### config.mk
export PLATFORM = sky130hd
export DESIGN_NAME = ofmap_writeback_flat
export DESIGN_NICKNAME = d
export VERILOG_FILES = /design/src/rtl/ofmap_wb_pkg.sv /design/src/rtl/ofmap_wb_if.sv /design/src/rtl/ofmap_writeback_fifo.sv /design/src/rtl/ofmap_writeback.sv /design/src/flat_wrapper.sv
export SDC_FILE = /design/constraint.sdc
export NUM_CORES = 1
export LEC_CHECK = 0
export ABC_AREA = 1
export BUFFER_PORTS_ARGS = -buffer_cell sky130_fd_sc_hd__buf_2
export CORE_MARGIN = 2
export CORE_UTILIZATION = 45
export DETAILED_ROUTE_END_ITERATION = 12
export PLACE_DENSITY = 0.74
export SETUP_SLACK_MARGIN = 0.3
export SLEW_MARGIN = 20
export SYNTH_ARGS = -nofsm -noshare
export SYNTH_HDL_FRONTEND = slang
export SYNTH_SLANG_ARGS = --single-unit
export TNS_END_PERCENT = 30
### constraint.sdc
create_clock -name clk -period 6.93 [get_ports clk]
set_input_delay 1.386 -clock clk [delete_from_list [all_inputs] [get_ports clk]]
set_output_delay 1.386 -clock clk [all_outputs]
set_load 0.005 [all_outputs]
### src/rtl/ofmap_wb_pkg.sv
// ofmap_writeback shared types, constants and helpers.
// OFMAP_WB_BYTE_STROBE_EN widens FIFO entries with a 4-bit byte strobe.
package ofmap_wb_pkg;

  typedef enum logic [1:0] {
    WB_IDLE,
    WB_RUN,
    WB_FLUSH,
    WB_DRAIN
  } wb_state_e;

  localparam int WB_BYTES_PER_WORD = 4;
  localparam int WB_ADDR_STEP      = 4;

`ifdef OFMAP_WB_BYTE_STROBE_EN
  localparam int WB_ENTRY_W = 36;
`else
  localparam int WB_ENTRY_W = 32;
`endif

  // strobe for a partial word holding cnt valid lanes
  function automatic logic [3:0] wb_strb(input logic [1:0] cnt);
    logic [4:0] m;
    m = (5'd1 << cnt) - 5'd1;
    return m[3:0];
  endfunction

endpackage

### src/rtl/ofmap_wb_if.sv
// ofmap_writeback external memory write bus (req/ack).
// OFMAP_WB_BYTE_STROBE_EN adds dram_wstrb.
interface ofmap_wb_if #(
  parameter int ADDR_W = 16
);
  logic              dram_req;
  logic [ADDR_W-1:0] dram_addr;
  logic [31:0]       dram_wdata;
  logic              dram_ack;
`ifdef OFMAP_WB_BYTE_STROBE_EN
  logic [3:0]        dram_wstrb;
`endif

  modport master (
    output dram_req,
    output dram_addr,
    output dram_wdata,
`ifdef OFMAP_WB_BYTE_STROBE_EN
    output dram_wstrb,
`endif
    input  dram_ack
  );

  modport slave (
    input  dram_req,
    input  dram_addr,
    input  dram_wdata,
`ifdef OFMAP_WB_BYTE_STROBE_EN
    input  dram_wstrb,
`endif
    output dram_ack
  );
endinterface

### src/rtl/ofmap_writeback_fifo.sv
// wb_fifo: synchronous FIFO, push accepted while full if a pop
// happens in the same cycle.
module wb_fifo #(
  parameter int WIDTH = 32,
  parameter int DEPTH = 4
) (
  input  logic             clk,
  input  logic             rst,
  input  logic             clr,
  input  logic             push,
  input  logic [WIDTH-1:0] wdata,
  input  logic             pop,
  output logic [WIDTH-1:0] rdata,
  output logic             full,
  output logic             empty
);
  localparam int AW = $clog2(DEPTH);

  logic [WIDTH-1:0] mem [DEPTH];
  logic [AW-1:0]    wr_ptr;
  logic [AW-1:0]    rd_ptr;
  logic [AW:0]      count;
  logic             do_push;
  logic             do_pop;

  assign empty   = (count == '0);
  assign full    = (count == (AW+1)'(DEPTH));
  assign do_pop  = pop && !empty;
  assign do_push = push && (!full || do_pop);
  assign rdata   = mem[rd_ptr];

  always_ff @(posedge clk) begin
    if (rst || clr) begin
      wr_ptr <= '0;
      rd_ptr <= '0;
      count  <= '0;
    end else begin
      if (do_push) wr_ptr <= wr_ptr + 1'b1;
      if (do_pop)  rd_ptr <= rd_ptr + 1'b1;
      count <= count + (AW+1)'(do_push)
                     - (AW+1)'(do_pop);
    end
  end

  always_ff @(posedge clk) begin
    if (do_push) mem[wr_ptr] <= wdata;
  end

endmodule

### src/rtl/ofmap_writeback.sv
// ofmap_writeback: packs int8 results (or passes raw words) into a FIFO
// and writes them to memory. OFMAP_WB_BYTE_STROBE_EN adds dram_wstrb.
module ofmap_writeback
  import ofmap_wb_pkg::*;
#(
  parameter int FIFO_DEPTH = 4,
  parameter int ADDR_W     = 16
) (
  input  logic              clk,
  input  logic              rst,
  input  logic              start,
  input  logic [ADDR_W-1:0] base_addr,
  input  logic              raw_mode,
  input  logic              in_valid,
  input  logic [31:0]       in_data,
  input  logic              src_done,
  ofmap_wb_if.master        bus,
  output logic              wb_done,
  output logic              overflow,
  output logic              busy
);

  wb_state_e         state_q;
  wb_state_e         state_d;
  logic              mode_q;
  logic [ADDR_W-1:0] addr_q;
  logic [1:0]        byte_cnt;
  logic [23:0]       pack_q;
  logic              ovf_q;

  logic              clr;
  logic              push;
  logic [31:0]       push_word;
  logic              done;
  logic              pop;
  logic [WB_ENTRY_W-1:0] push_data;
  logic [WB_ENTRY_W-1:0] head;
  logic              fifo_full;
  logic              fifo_empty;

  always_ff @(posedge clk) begin
    if (rst) state_q <= WB_IDLE;
    else     state_q <= state_d;
  end

  always_comb begin
    state_d   = state_q;
    clr       = 1'b0;
    push      = 1'b0;
    push_word = '0;
    done      = 1'b0;
    unique case (state_q)
      WB_IDLE: begin
        if (start) begin
          state_d = WB_RUN;
          clr     = 1'b1;
        end
      end
      WB_RUN: begin
        if (in_valid) begin
          if (mode_q) begin
            push      = 1'b1;
            push_word = in_data;
          end else if (byte_cnt == 2'd3) begin
            push      = 1'b1;
            push_word = {in_data[7:0], pack_q};
          end
        end
        if (src_done) state_d = WB_FLUSH;
      end
      WB_FLUSH: begin
        if (byte_cnt != 2'd0) begin
          push      = 1'b1;
          push_word = {8'h00, pack_q};
        end
        state_d = WB_DRAIN;
      end
      WB_DRAIN: begin
        if (fifo_empty) begin
          state_d = WB_IDLE;
          done    = 1'b1;
        end
      end
      default: state_d = WB_IDLE;
    endcase
  end

  assign pop = bus.dram_req && bus.dram_ack;

  always_ff @(posedge clk) begin
    if (rst) begin
      mode_q   <= 1'b0;
      addr_q   <= '0;
      byte_cnt <= '0;
      pack_q   <= '0;
      ovf_q    <= 1'b0;
    end else if (clr) begin
      mode_q   <= raw_mode;
      addr_q   <= {base_addr[ADDR_W-1:2], 2'b00};
      byte_cnt <= '0;
      pack_q   <= '0;
      ovf_q    <= 1'b0;
    end else begin
      if (pop) addr_q <= addr_q + ADDR_W'(WB_ADDR_STEP);
      if (push && fifo_full && !pop) ovf_q <= 1'b1;
      if (state_q == WB_RUN && in_valid && !mode_q) begin
        byte_cnt <= byte_cnt + 2'd1;
        case (byte_cnt)
          2'd0:    pack_q[7:0]   <= in_data[7:0];
          2'd1:    pack_q[15:8]  <= in_data[7:0];
          2'd2:    pack_q[23:16] <= in_data[7:0];
          default: pack_q        <= '0;
        endcase
      end
      if (state_q == WB_FLUSH) begin
        byte_cnt <= '0;
        pack_q   <= '0;
      end
    end
  end

`ifdef OFMAP_WB_BYTE_STROBE_EN
  logic [3:0] push_strb;
  assign push_strb = (state_q == WB_FLUSH) ? wb_strb(byte_cnt) : 4'hF;
  assign push_data = {push_strb, push_word};
  assign bus.dram_wstrb = fifo_empty ? 4'h0 : head[35:32];
`else
  assign push_data = push_word;
`endif

  wb_fifo #(
    .WIDTH (WB_ENTRY_W),
    .DEPTH (FIFO_DEPTH)
  ) u_fifo (
    .clk   (clk),
    .rst   (rst),
    .clr   (clr),
    .push  (push),
    .wdata (push_data),
    .pop   (pop),
    .rdata (head),
    .full  (fifo_full),
    .empty (fifo_empty)
  );

  assign bus.dram_req   = !fifo_empty && (state_q != WB_IDLE);
  assign bus.dram_addr  = addr_q;
  assign bus.dram_wdata = fifo_empty ? 32'h0 : head[31:0];

  assign wb_done  = done && !rst;
  assign overflow = ovf_q;
  assign busy     = (state_q != WB_IDLE);

endmodule

### src/flat_wrapper.sv
// flat-port wrapper written by rule: the top's interface ports become plain ports
module ofmap_writeback_flat import ofmap_wb_pkg::*;
#(
  parameter int FIFO_DEPTH = 4,
  parameter int ADDR_W     = 16
)
  (clk, rst, start, base_addr, raw_mode, in_valid, in_data, src_done, wb_done, overflow, busy, bus_dram_req, bus_dram_addr, bus_dram_wdata, bus_dram_ack);
  ofmap_wb_if #(.ADDR_W(ADDR_W)) bus_i ();
  input  logic clk;
  input  logic rst;
  input  logic start;
  input  logic [ADDR_W-1:0] base_addr;
  input  logic raw_mode;
  input  logic in_valid;
  input  logic [31:0] in_data;
  input  logic src_done;
  output logic wb_done;
  output logic overflow;
  output logic busy;
  output wire logic [$bits(bus_i.dram_req)-1:0] bus_dram_req;
  output wire logic [$bits(bus_i.dram_addr)-1:0] bus_dram_addr;
  output wire logic [$bits(bus_i.dram_wdata)-1:0] bus_dram_wdata;
  input wire logic [$bits(bus_i.dram_ack)-1:0] bus_dram_ack;
  assign bus_dram_req = bus_i.dram_req;
  assign bus_dram_addr = bus_i.dram_addr;
  assign bus_dram_wdata = bus_i.dram_wdata;
  assign bus_i.dram_ack = bus_dram_ack;
  ofmap_writeback #(.FIFO_DEPTH(FIFO_DEPTH), .ADDR_W(ADDR_W)) u_core (.clk(clk), .rst(rst), .start(start), .base_addr(base_addr), .raw_mode(raw_mode), .in_valid(in_valid), .in_data(in_data), .src_done(src_done), .bus(bus_i), .wb_done(wb_done), .overflow(overflow), .busy(busy));
endmodule
### Yosys cells after proc, flatten, opt, wreduce, memory -nomap -nowiden

Memory sizes are Yosys's and may differ from the RTL's. A register that Yosys moved wholly into a read port is not among the register bits.
Cells that the tools add are included.
W data, S select, Z words.

* add/sub/neg operators: 6
* multiplexer cells: 28
* bitwise logic cells: 3
* reduce and logical (&&, ||, !) cells: 31
* equality and inequality tests: 10

Operator list (count)
* $mux W32: 4
* $pmux W32 S2: 1
* $pmux W8 S2: 3
* $mux W16: 2
* $mux W24: 1
* $add A16 B3 Y16 const B: 1
* $mux W1: 10
* $mux W2: 5
* $logic_and A1 B1 Y1: 9
* $eq A2 B2 Y1 const B: 4
* $pmux W2 S4: 1
* $reduce_or A2 Y1: 4
* $add A2 B1 Y2 const B: 3
* $reduce_and A2 Y1: 3
* $reduce_bool A2 Y1: 3
* $logic_not A1 Y1: 5
* $eq A2 B1 Y1 const B: 2
* $logic_not A2 Y1: 2
* $ne A2 B2 Y1 const B: 2
* $add A3 B1 Y3: 1
* $eq A3 B3 Y1 const B: 1
* $logic_not A3 Y1: 1
* $not A1 Y1: 3
* $reduce_and A3 Y1: 1
* other kinds (5): 6

* output and inout bits: 52
* memories: 1
* input port bits: 55
* bits in registers: 53
* RAM bits: 128

Memories
* u_core.u_fifo.mem: depth 4, width 32, read ports 1, clocked after Yosys merged registers in 1, wr ports 1, RTL line ofmap_writeback_fifo.sv:19 `logic [WIDTH-1:0] mem [DEPTH];`

### Depth between registers and ports, before layout

Gate-level depths: netlist (run 1).

* depth in word-level cells: 9
* gate-level depth with buffers: 14

### Hierarchy

A second synthesis (run 1) with hierarchy kept.

* cells, all modules: 871
* area, all modules: 8485.6 µm²

By module, submodules not included
* wb_fifo: area an instance 5305.1 µm², instances 1, cells each 381
* ofmap_writeback: area an instance 3180.6 µm², instances 1, cells each 490

### Least setup slack after synthesis (run 1)

OpenSTA, ideal clock, no wires.

* kind: input port to flip-flop
* start point: in in_valid
* end point: mem u_core.u_fifo.mem[0][0], enable pin
* data arrival time: 3333 ps
* stages on the path: 6
* setup time: 421 ps
* required time: 6509 ps
* path slack: 3176 ps
* path through: nand2_2 -> nor2_8 -> nand2_1 -> nand2_1 -> nand2_2 -> nor2_1

* word-level cells in the longest chain between the ends: 5

Ends and longest elaborated chain
* start: declaration: RTL line flat_wrapper.sv:14 `input logic in_valid;`
* $mux W1: RTL line ofmap_writeback.sv:60 `if (in_valid) begin`
* $pmux W1 S2: RTL line ofmap_writeback.sv:52 `unique case (state_q)`
* $logic_and A1 B1 Y1: RTL line ofmap_writeback_fifo.sv:29 `assign do_push = push && (!full || do_pop);`
* $mux W1: RTL line ofmap_writeback_fifo.sv:46 `if (do_push) mem[wr_ptr] <= wdata;`
* $mux W1 (not written as such): RTL line ofmap_writeback_fifo.sv:46
* end: declaration: RTL line ofmap_writeback_fifo.sv:19

Every way passes these cells.

==> out/metrics.yaml, run 1 <==
status:
  status: "finished clean"
grt:
  antenna_found_initial: 0
  first_global_vias: 5693
  grt_use_total: 0.1950
  grt_max_degree: 66
  grt_first_pass_wirelength_microns: 29550
  overflow: 0
synthesis:
  synth-seq-cells: 181
  syn_area_sq_mm: 0.008249
  ys_types: 43
  synthArstFlopShare: 0
  syn_avg_cell_area_sq_um: 9.751
  syn_inst: 846
  ys.flop_type: "edfxtp_1"
  synth-edff-count: 128
  yosysSeqAreaShare: 0.5946
  yosys_warnings: 0
detailed_routing:
  drc: 0
  wl_microns: 18740
  vias_per_cell: 5.313
  final_antenna_net_count: 0
  vias: 6243
  drt_iter0_drc: 555
  dr.pass1.iters: 5
  wl_per_cell_microns: 15.95
worst_setup_path:
  critical_path_class: "reg -> out"
  r2r_cells: 14
  crit_required_ns: 5.54
  arrival_ns: 2.57
  end_kind: "output pin"
  start_kind: "flop"
  r2r-start: "u_core.state_q[0]"
  critPathMaxFanout: 65
power:
  seqPwrFrac: 0.465
  p_leak_nw: 3.536
  switching_share: 0.3005
  ir_drop_v: 0.0001932
  clkPwrFrac: 0.362
  comb_power_share: 0.173
  power_density_mw_per_mm2: 280.7
  p_sw_w: 0.0008021
  cellInternalPower_w: 0.001867
clock_tree:
  post_cts_buffers: 0
  cts.htree.levels: 4
  root_buffer: "clkbuf_16"
  clockBufferDepth: 2
  cts.repair.resized: 0
  numCtsBuffers: 17
  postCtsHoldBufs: 0
  clock_sinks: 181
  cts.clk_slew.worst_paths_ns: 0.08
  clk_latency_ns: 0.43
  cts_tree: "done"
place:
  gp_congestion: 0.8370
  dp_slack_ns: 3.148
  dp_hpwl_microns: 12000
  io_buffers: 102
die:
  dieArea_sq_mm: 0.01943
  core_area_sq_mm: 0.01796
  start_util: 0.4592
  die_x_microns: 139.4
  die_h_microns: 139.4
  ioPinCount: 107
  rows: 49
sta:
  post-route-min-period_ns: 3.952
  clock.fmax_mhz: 253.1
  worst_slew_pin_slew_ns: 0.9333
  skew_ns: 0.01229
  setup_viol: 0
  period_share: 0.5702
  grt_setup_unrepaired: "false"
  layout_setup_ws_ns: 2.978
  hold_viol: 0
  slew_violations: 0
  slew-limit-headroom: 0.3778
  tns_ns: 0
run:
  cap_violations: 0
layout:
  fillers: 1549
  drive_gt1_frac: 0.2051
  fin_nets: 1006
  antenna_cells: 0
  areaGrowthSynthToFinish_pct: 15.29
worst_hold_path:
  hold_class: "reg -> reg"
  holdCritStartpoint: "u_core.pack_q[8]"
  hold_depth: 2
power by group through the flow:
stage               logic (W)  clock network (W)  registers [W]
CTS                  0.000462           0.000979        0.00124
global placement     0.000452                  0        0.00126
global route         0.000515            0.00102        0.00125
finish               0.000463           0.000966        0.00124
floorplan            0.000333                  0        0.00126
detailed placement   0.000460                  0        0.00126
synth_stat cells (all sizes together), types with 2 or more instances:
cell,n,share of area
xor2,2,0.0021
a22oi,10,0.0097
inv,81,0.037
nand4,5,0.0038
buf,27,0.020
nor3,3,0.0018
o21ai,108,0.066
a211oi,16,0.021
o21bai,3,0.0027
nand2,71,0.037
a21oi,69,0.044
clkbuf,16,0.0074
nand3,36,0.024
edfxtp,128,0.47
nor2,182,0.088
dfxtp,53,0.13
ha,16,0.024
xnor2,2,0.0021
a31oi,3,0.0023
o22ai,9,0.0068
final timing paths:
| kind | to | slack (ns) |
|---|---|---|
| worst max register to register | u_core.u_fifo.count[2] | 3.81 |
| worst min register to register | u_core.pack_q[8] | 0.46 |
| worst min-delay path | u_core.pack_q[8] | 0.46 |
| worst max-delay path | bus_dram_wdata[30] | 2.98 |
flip-flops by register name (all words and copies together), names as in the netlist, 2 cells and up, named ones only:
| name | flops |
|---|---|
| u_core.u_fifo.mem | 128 |
| u_core.bus.dram_addr | 14 |
| u_core.u_fifo.wr_ptr | 2 |
| u_core.pack_q | 24 |
| u_core.state_q | 2 |
| u_core.byte_cnt | 2 |
| u_core.u_fifo.count | 3 |
| u_core.u_fifo.rd_ptr | 2 |
critical path, cell delays in order (launching register included):
cell,delay (ns)
dfxtp_2,0.31
buf_4,0.33
inv_2,0.76
o21ai_0,0.16
a21oi_1,0.35
buf_2,0.18
cells in the final DEF, fill, tap and decap left out, types with 2 or more instances in the layout:
cell type	count
ha_1	16
nand2_2	4
a211oi_2	10
nand2_4	4
buf_2	102
inv_1	71
o21bai_1	3
inv_6	3
xor2_1	2
dfxtp_1	52
clkbuf_16	17
a21oi_1	65
clkinv_4	2
buf_4	9
clkinv_8	3
nand2_1	63
nor2_2	10
nor3_1	3
nor2_4	2
o21ai_0	94
a31oi_1	3
edfxtp_1	128
a211oi_1	6
xnor2_1	2
o22ai_1	9
inv_8	5
nand3_1	34
o21ai_1	13
conb_1	2
a21oi_2	4
nor2_1	169
a22oi_1	9
inv_2	11
nand4_1	5
layout make-up:
| type | instances | area [sq um] | area share |
|---|---|---|---|
| sequential | 181 | 4906 | 0.5159 |
| multi-input combinational | 541 | 2828 | 0.2973 |
| timing repair buffer | 111 | 578.1 | 0.06078 |
| clock buffer | 17 | 425.4 | 0.04473 |
| inverter | 82 | 307.8 | 0.03236 |
| tap | 229 | 286.5 | 0.03013 |
| clock inverter | 14 | 178.9 | 0.01881 |
stage by stage:
step	utilization	area, sq um	hold slack (ns)	total power, W	instances
2_1_floorplan	-	8253	0.4316	0.001591	847
3_3_place_gp	0.4958	8906	0.4430	0.001715	1144
3_5_place_dp	0.4958	8906	0.4519	0.001724	1144
4_1_cts	0.5294	9510	0.4631	0.002681	1175
5_1_grt	0.5294	9510	0.4829	0.002784	1175
6_report	0.5294	9510	0.4635	0.002669	1175
layer usage:
| metal | share of wire | track usage | routed length, microns | up-vias |
|---|---|---|---|---|
| li1 | - | - | - | 3076 |
| met1 | 0.46 | 0.2843 | 8631 | 2930 |
| met2 | 0.46 | 0.2957 | 8648 | 220 |
| met3 | 0.070 | 0.03785 | 1313 | 17 |
| met4 | 0.0079 | 0.06220 | 149 | 0 |
| met5 | 0 | 0 | 0 | - |
cell families (layout without fill, tap and decap cells):
family	count (synthesis)	count (layout)	synth area share
other	1	2	0.0004546
AOI/OAI and AO/OA	219	219	0.1529
and+or+nand+nor	299	299	0.1568
xor gates and xnor gates	4	4	0.004248
adders and majority gates	17	17	0.02669
buffers and inverters	125	224	0.06431
DFF	181	181	0.5946
(Power assumes the default switching activity.)
==> run 2: changes to the inputs <==
--- a/config.mk
+++ b/config.mk
@@ -5,12 +5,12 @@
 export SDC_FILE = /design/constraint.sdc
 export NUM_CORES = 1
 export LEC_CHECK = 0
-export ABC_AREA = 1
+export ABC_AREA = 0
 export BUFFER_PORTS_ARGS = -buffer_cell sky130_fd_sc_hd__buf_2
 export CORE_MARGIN = 2
 export CORE_UTILIZATION = 45
 export DETAILED_ROUTE_END_ITERATION = 12
-export PLACE_DENSITY = 0.74
+export PLACE_DENSITY = 0.77
 export SETUP_SLACK_MARGIN = 0.3
 export SLEW_MARGIN = 20
 export SYNTH_ARGS = -nofsm -noshare
==> constraint.sdc (replaced) <==
create_clock -name clk -period 3.4 [get_ports clk]
set_input_delay 0.68 -clock clk [delete_from_list [all_inputs] [get_ports clk]]
set_output_delay 0.68 -clock clk [all_outputs]
set_load 0.005 [all_outputs]
==> run 2 against run 1 <==
Against the previous run: via count down 21%; critical endpoint is now bus_dram_wdata[0]; final cell count fell by 26%; hold slack got worse by 0.0029 ns; largest cell class unchanged.
==> out/metrics.yaml, run 2 <==
layout:
  largest_register: "u_core.u_fifo.mem"
  largest_reg_flops: 128
  fin_nets: 709
  mostFrequentLayoutCell: "edfxtp_1"
  areaGrowthSynthToFinish_pct: 17.42
  antenna_cells: 0
  finalCoreUtilization: 0.5423
  final_cell_mix: "edfxtp_1, buf_2, dfxtp_1"
  drive_gt1_frac: 0.2892
place:
  dp_hpwl_microns: 10940
  gp_congestion: 0.8242
  io_buffers: 102
synthesis:
  yosysMostFrequentCell: "edfxtp_1"
  synthArstFlopShare: 0
  netlist_top_cells_area: "edfxtp_1, dfxtp_1, mux4_2, a22o_1, ha_1"
  syn_inst: 529
  syn_area_sq_mm: 0.007686
  synth_top_cell_by_area: "edfxtp_1"
  synth-edff-count: 128
  syn_avg_cell_area_sq_um: 14.53
  synth_common_cells: "edfxtp_1, dfxtp_1, a22o_1, mux4_2, nor2b_1"
  ys.flop_type: "edfxtp_1"
  yosys_warnings: 0
  yosysSeqAreaShare: 0.6381
  synth-seq-cells: 181
  synth_top_area_frac: 0.5001
  ys_types: 53
worst_setup_path:
  critical_path_class: "reg -> out"
  cp_cell_sequence: "buf_12, mux4_2, nor2b_1, buf_2"
  cp_top_family: "flip-flops"
  start_kind: "flop"
  r2r-end: "u_core.u_fifo.count[2]"
  crit_slowest_cell: "dfxtp_2"
  slowest_delay_ns: 0.66
  crit_buf_inv: 2
  crit_required_ns: 2.72
  arrival_ns: 2.21
  worst-r2r-setup-slack_ns: 0.54
  r2r-start: "u_core.state_q[0]"
  end_kind: "output pin"
  r2r_cells: 12
  critPathMaxFanout: 20
die:
  die_x_microns: 134.7
  core_area_sq_mm: 0.01664
  die_h_microns: 134.7
  rows: 47
  start_util: 0.4618
  ioPinCount: 107
  dieArea_sq_mm: 0.01814
sta:
  slew_violations: 0
  slew-limit-headroom: 0.4710
  hold-worst-slack_ns: 0.4606
  clock.fmax_mhz: 345.7
  skew_ns: 0.008989
  grt_setup_unrepaired: "false"
  setup_viol: 0
  tns_ns: 0
  post-route-min-period_ns: 2.893
  hold_viol: 0
  worst_slew_pin_slew_ns: 0.7916
  period_share: 0.8509
power:
  p_leak_nw: 3.275
  ir_drop_v: 0.0003820
  power_density_mw_per_mm2: 539.7
clock_tree:
  root_buffer: "clkbuf_16"
  clockBufferDepth: 2
  postCtsHoldBufs: 0
  numCtsBuffers: 17
  cts_tree: "done"
  clock_sinks: 181
  cts.clk_slew.worst_paths_ns: 0.06
  clk_latency_ns: 0.42
  cts.htree.levels: 4
detailed_routing:
  drt_iter0_drc: 430
  dr.pass1.iters: 5
  wl_per_cell_microns: 18.78
  wl_microns: 16340
  drc: 0
  final_antenna_net_count: 0
  vias: 4910
  vias_per_cell: 5.644
grt:
  gr-usage-met2: 0.3049
  grt_first_pass_wirelength_microns: 25440
  grt_max_degree: 46
  use_met1: 0.2364
  grt-busiest-layer: "met2"
  overflow: 0
  grtUsageMet3: 0.04317
  first_global_vias: 4817
  grt_use_total: 0.1861
  antenna_found_initial: 1
worst_hold_path:
  hold_class: "reg -> reg"
  hold_end: "u_core.pack_q[19]"
  hold_depth: 2
  holdCritStartpoint: "u_core.pack_q[19]"
status:
  status: "finished clean"
run:
  cap_violations: 0
run 2: cell count changes after synthesis, sizes merged, moves of 39 or more:
cell and change:
a22o +39, inv -65, o21ai -95, a21oi -45, nand2 -43, nor2 -162
run 2: how the worst max path moves through the flow:
stage,from,to,slack (ns),cells past startpoint
2_1_floorplan,u_core.state_q[0],u_core.u_fifo.count[2],0.73,13
3_3_place_gp,bus_dram_ack,u_core.u_fifo.count[2],0.58,11
3_5_place_dp,u_core.state_q[0],u_core.u_fifo.count[2],0.42,12
4_1_cts,u_core.state_q[0],u_core.u_fifo.count[2],0.39,12
5_1_grt,flop,bus_dram_wdata[18],0.37,4
6_report,flop,bus_dram_wdata[0],0.51,4
run 2: tightest hold or removal path: stages (launching register included):
cell and delay (ns):
dfxtp_1 0.31, nand2_1 0.05, a21oi_1 0.05
run 2: through the flow:
stage | setup slack [ns] | std cells | power (W) | cell area (sq um)
global route | 0.3679 | 870 | 0.005052 | 9025
detailed placement | 0.4190 | 837 | 0.003123 | 8467
finish | 0.5070 | 870 | 0.004870 | 9025
CTS | 0.3889 | 869 | 0.004894 | 9006
floorplan | 0.7340 | 530 | 0.002918 | 7690
global placement | 0.5780 | 837 | 0.003096 | 8467
run 2: layout make-up:
class,instances,area (sq um)
well taps,220,275.3
fillers,1327,7617
flip-flops and latches,181,4906
clock inverters,8,77.57
repair buffers,117,635.6
clock buffers,24,461.7
inverters,16,60.06
multi-input cells,304,2609
run 2: cell families after synthesis:
kind of cell,count (synthesis),synth area share
AO/OA/AOI/OAI,94,0.08823
XOR/XNOR,13,0.01481
adder cells (fa/ha/maj),17,0.02865
buffers and inverters,45,0.02474
flip-flops,181,0.6381
multiplexers,34,0.09637
other,1,0.0004879
AND/OR/NAND/NOR,144,0.1086
run 2: repair_timing:
item / in CTS / in global routing
resized for setup: 0 / 1
endpoints found under the setup margin: 0 / 1
hold endpoints to repair: 0 / 0
buffers inserted: 0 / 1
run 2: metal layers:
| layer | part of all wire | wire length [microns] |
|---|---|---|
| met5 | 0.00043 | 7 |
| met4 | 0.029 | 476 |
| met3 | 0.076 | 1235 |
| met2 | 0.49 | 7991 |
| met1 | 0.41 | 6627 |
run 2: power by group:
part	total, W	leakage [nW]	switching, W	internal, W
combinational	0.000589	1.36	0.000353	0.000236
clock	0.00178	0.260	0.000753	0.00103
sequential	0.00250	1.65	0.0000841	0.00242
==> run 3: changes to the inputs <==
--- a/config.mk
+++ b/config.mk
@@ -7,13 +7,16 @@
 export LEC_CHECK = 0
 export ABC_AREA = 0
 export BUFFER_PORTS_ARGS = -buffer_cell sky130_fd_sc_hd__buf_2
+export CELL_PAD_IN_SITES_DETAIL_PLACEMENT = 0
+export CELL_PAD_IN_SITES_GLOBAL_PLACEMENT = 1
 export CORE_MARGIN = 2
-export CORE_UTILIZATION = 45
+export CORE_UTILIZATION = 43
 export DETAILED_ROUTE_END_ITERATION = 12
-export PLACE_DENSITY = 0.77
+export PLACE_DENSITY = 0.85
 export SETUP_SLACK_MARGIN = 0.3
 export SLEW_MARGIN = 20
 export SYNTH_ARGS = -nofsm -noshare
 export SYNTH_HDL_FRONTEND = slang
+export SYNTH_HIERARCHICAL = 1
 export SYNTH_SLANG_ARGS = --single-unit
 export TNS_END_PERCENT = 30
==> run 3 against run 2 <==
Against the previous run: clock-buffer cell count down 7; wire length fell by 3.0%; flip-flop and latch count stayed put; fmax is 0.64% higher; critical path depth unchanged; hold slack got worse by 0.0077 ns; sequential power is essentially flat; combinational power decreased by 9.2%; clock skew decreased by 0.00071 ns; register-to-register slack better by 0.03 ns; setup slack improved by 0.018 ns.
==> out/metrics.yaml, run 3 <==
clock_tree:
  numCtsBuffers: 17
  clock_sinks: 181
  cts.htree.levels: 4
  cts.repair.resized: 0
  cts_tree: "done"
  clk_latency_ns: 0.43
  cts.clk_slew.worst_paths_ns: 0.07
  clockBufferDepth: 2
  postCtsHoldBufs: 0
  root_buffer: "clkbuf_16"
  post_cts_buffers: 0
place:
  io_buffers: 102
  dp_hpwl_microns: 10520
  gp_congestion: 0.8341
power:
  comb_power_share: 0.108
  seqPwrFrac: 0.507
  clkPwrFrac: 0.385
  ir_drop_v: 0.0004149
  switching_share: 0.2490
  p_leak_nw: 3.167
  power_density_mw_per_mm2: 547.7
  p_sw_w: 0.001236
  cellInternalPower_w: 0.003727
die:
  start_util: 0.4428
  die_x_microns: 137.9
  die_h_microns: 137.9
  ioPinCount: 107
  dieArea_sq_mm: 0.01902
  rows: 48
  core_area_sq_mm: 0.01742
detailed_routing:
  drc: 0
  final_antenna_net_count: 0
  drt_iter0_drc: 325
  vias: 4848
  wl_per_cell_microns: 17.89
  dr.pass1.iters: 5
  vias_per_cell: 5.472
  wl_microns: 15850
sta:
  grt_setup_unrepaired: "false"
  period_share: 0.8455
  worst_slew_pin_slew_ns: 0.8681
  skew_ns: 0.008279
  hold_viol: 0
  hold-worst-slack_ns: 0.4530
  tns_ns: 0
  slew_violations: 0
  setup_viol: 0
  post-route-min-period_ns: 2.875
  slew-limit-headroom: 0.4168
  clock.fmax_mhz: 347.9
worst_setup_path:
  arrival_ns: 2.19
  critPathMaxFanout: 22
  critical_path_class: "reg -> out"
  crit_required_ns: 2.72
  start_kind: "flop"
  crit_slowest_cell: "dfxtp_2"
  end_kind: "output pin"
  slowest_delay_ns: 0.63
  cp_cell_sequence: "buf_12, mux4_2, and2b_2, buf_2"
  r2r_cells: 11
grt:
  grt_max_degree: 36
  overflow: 0
  grt_first_pass_wirelength_microns: 24830
  first_global_vias: 4747
  antenna_found_initial: 2
  grt_use_total: 0.1758
synthesis:
  synthArstFlopShare: 0
  synth-seq-cells: 181
  yosysMostFrequentCell: "edfxtp_1"
  yosys_warnings: 6
  yosysSeqAreaShare: 0.6360
  synth_common_cells: "edfxtp_1, dfxtp_1, nand2_1, mux4_2, nor2_1"
  synthAdderAreaFrac: 0.02531
  synth-edff-count: 128
  synth_top_cell_by_area: "edfxtp_1"
  synth_mux_area_frac: 0.1103
  ys_types: 52
  syn_inst: 543
  yosys.area_share.simple: 0.1129
  ys.flop_type: "edfxtp_1"
  synthXorXnorAreaFrac: 0.01590
  synth_top_area_frac: 0.4984
  synth-compound-area-share: 0.07041
  netlist_top_cells_area: "edfxtp_1, dfxtp_1, mux4_2, a22o_1, ha_1"
  synth_top_family_by_area: "simple AND/OR/NAND/NOR gates"
  syn_area_sq_mm: 0.007712
  syn_avg_cell_area_sq_um: 14.20
run:
  cap_violations: 0
worst_hold_path:
  hold_class: "reg -> reg"
  hold_depth: 2
layout:
  largest_reg_flops: 128
  final_cell_mix: "edfxtp_1, buf_2, dfxtp_1"
  largest_register: "u_core/u_fifo/mem"
  mostFrequentLayoutCell: "edfxtp_1"
  areaGrowthSynthToFinish_pct: 17.49
  fin_nets: 717
  drive_gt1_frac: 0.2818
status:
  status: "finished clean"
==> run 3: power by group through the flow <==
| stage | clock, W | combinational (W) | sequential, W |
|---|---|---|---|
| after floorplan | 0 | 0.000337 | 0.00255 |
| after global placement | 0 | 0.000516 | 0.00256 |
| after detailed placement | 0 | 0.000533 | 0.00256 |
| after CTS | 0.00194 | 0.000536 | 0.00251 |
| after global routing | 0.00204 | 0.000598 | 0.00253 |
| final | 0.00191 | 0.000535 | 0.00251 |
==> run 3: layout make-up <==
class                           instances  area [sq um]
Timing Repair Buffer                  115         633.1
Tap cell                              225         281.5
Clock buffer                           17         425.4
Multi-Input combinational cell        315          2595
Antenna cell                            1         2.502
Clock inverter                         15         153.9
Fill cell                            1442          8356
Sequential cell                       181          4906
Inverter                               17         63.81
==> run 3: worst max-delay path, delay by kind of cell, from the launching register on <==
kind	cells	cell delay, ns
mux	1	0.53
buf+inv	2	0.40
flops	1	0.63
simple gates	1	0.20
==> run 3: kinds of logic (layout without fill, tap and decap cells) <==
| family | count (synthesis) | in the layout |
|---|---|---|
| fa+ha+maj | 15 | 15 |
| xor+xnor | 14 | 14 |
| simple gates | 166 | 166 |
| other cells | 1 | 3 |
| compound gates | 73 | 73 |
| buf+inv | 48 | 164 |
| mux | 45 | 45 |
| flops | 181 | 181 |
==> run 3: worst paths after layout <==
path                           from                endpoint  slack [ns]
hold reg to reg   u_core/pack_q[11]       u_core/pack_q[11]        0.45
setup / recovery               flop       bus_dram_wdata[0]        0.53
hold / removal    u_core/pack_q[11]       u_core/pack_q[11]        0.45
setup reg to reg  u_core/state_q[1]  u_core/u_fifo/count[2]        0.57
==> run 3: layer usage <==
metal  up-vias  global-route usage  wire length, microns
li1       2272                   -                     -
met1      2369              0.2294                  6975
met2       189              0.2852                  7464
met3        16             0.05336                  1233
met4         2             0.05102                   165
met5         -                   0                    13
==> run 3: stage by stage <==
step / utilization / setup WS (ns) / total power (W) / instances / area [sq um]
after floorplan: - / 0.4457 / 0.002886 / 544 / 7716
after global placement: 0.4869 / 0.4816 / 0.003071 / 853 / 8479
after detailed placement: 0.4869 / 0.4432 / 0.003090 / 853 / 8479
after CTS: 0.5201 / 0.4729 / 0.004986 / 885 / 9059
after global routing: 0.5201 / 0.3441 / 0.005163 / 885 / 9059
final: 0.5203 / 0.5254 / 0.004963 / 886 / 9061
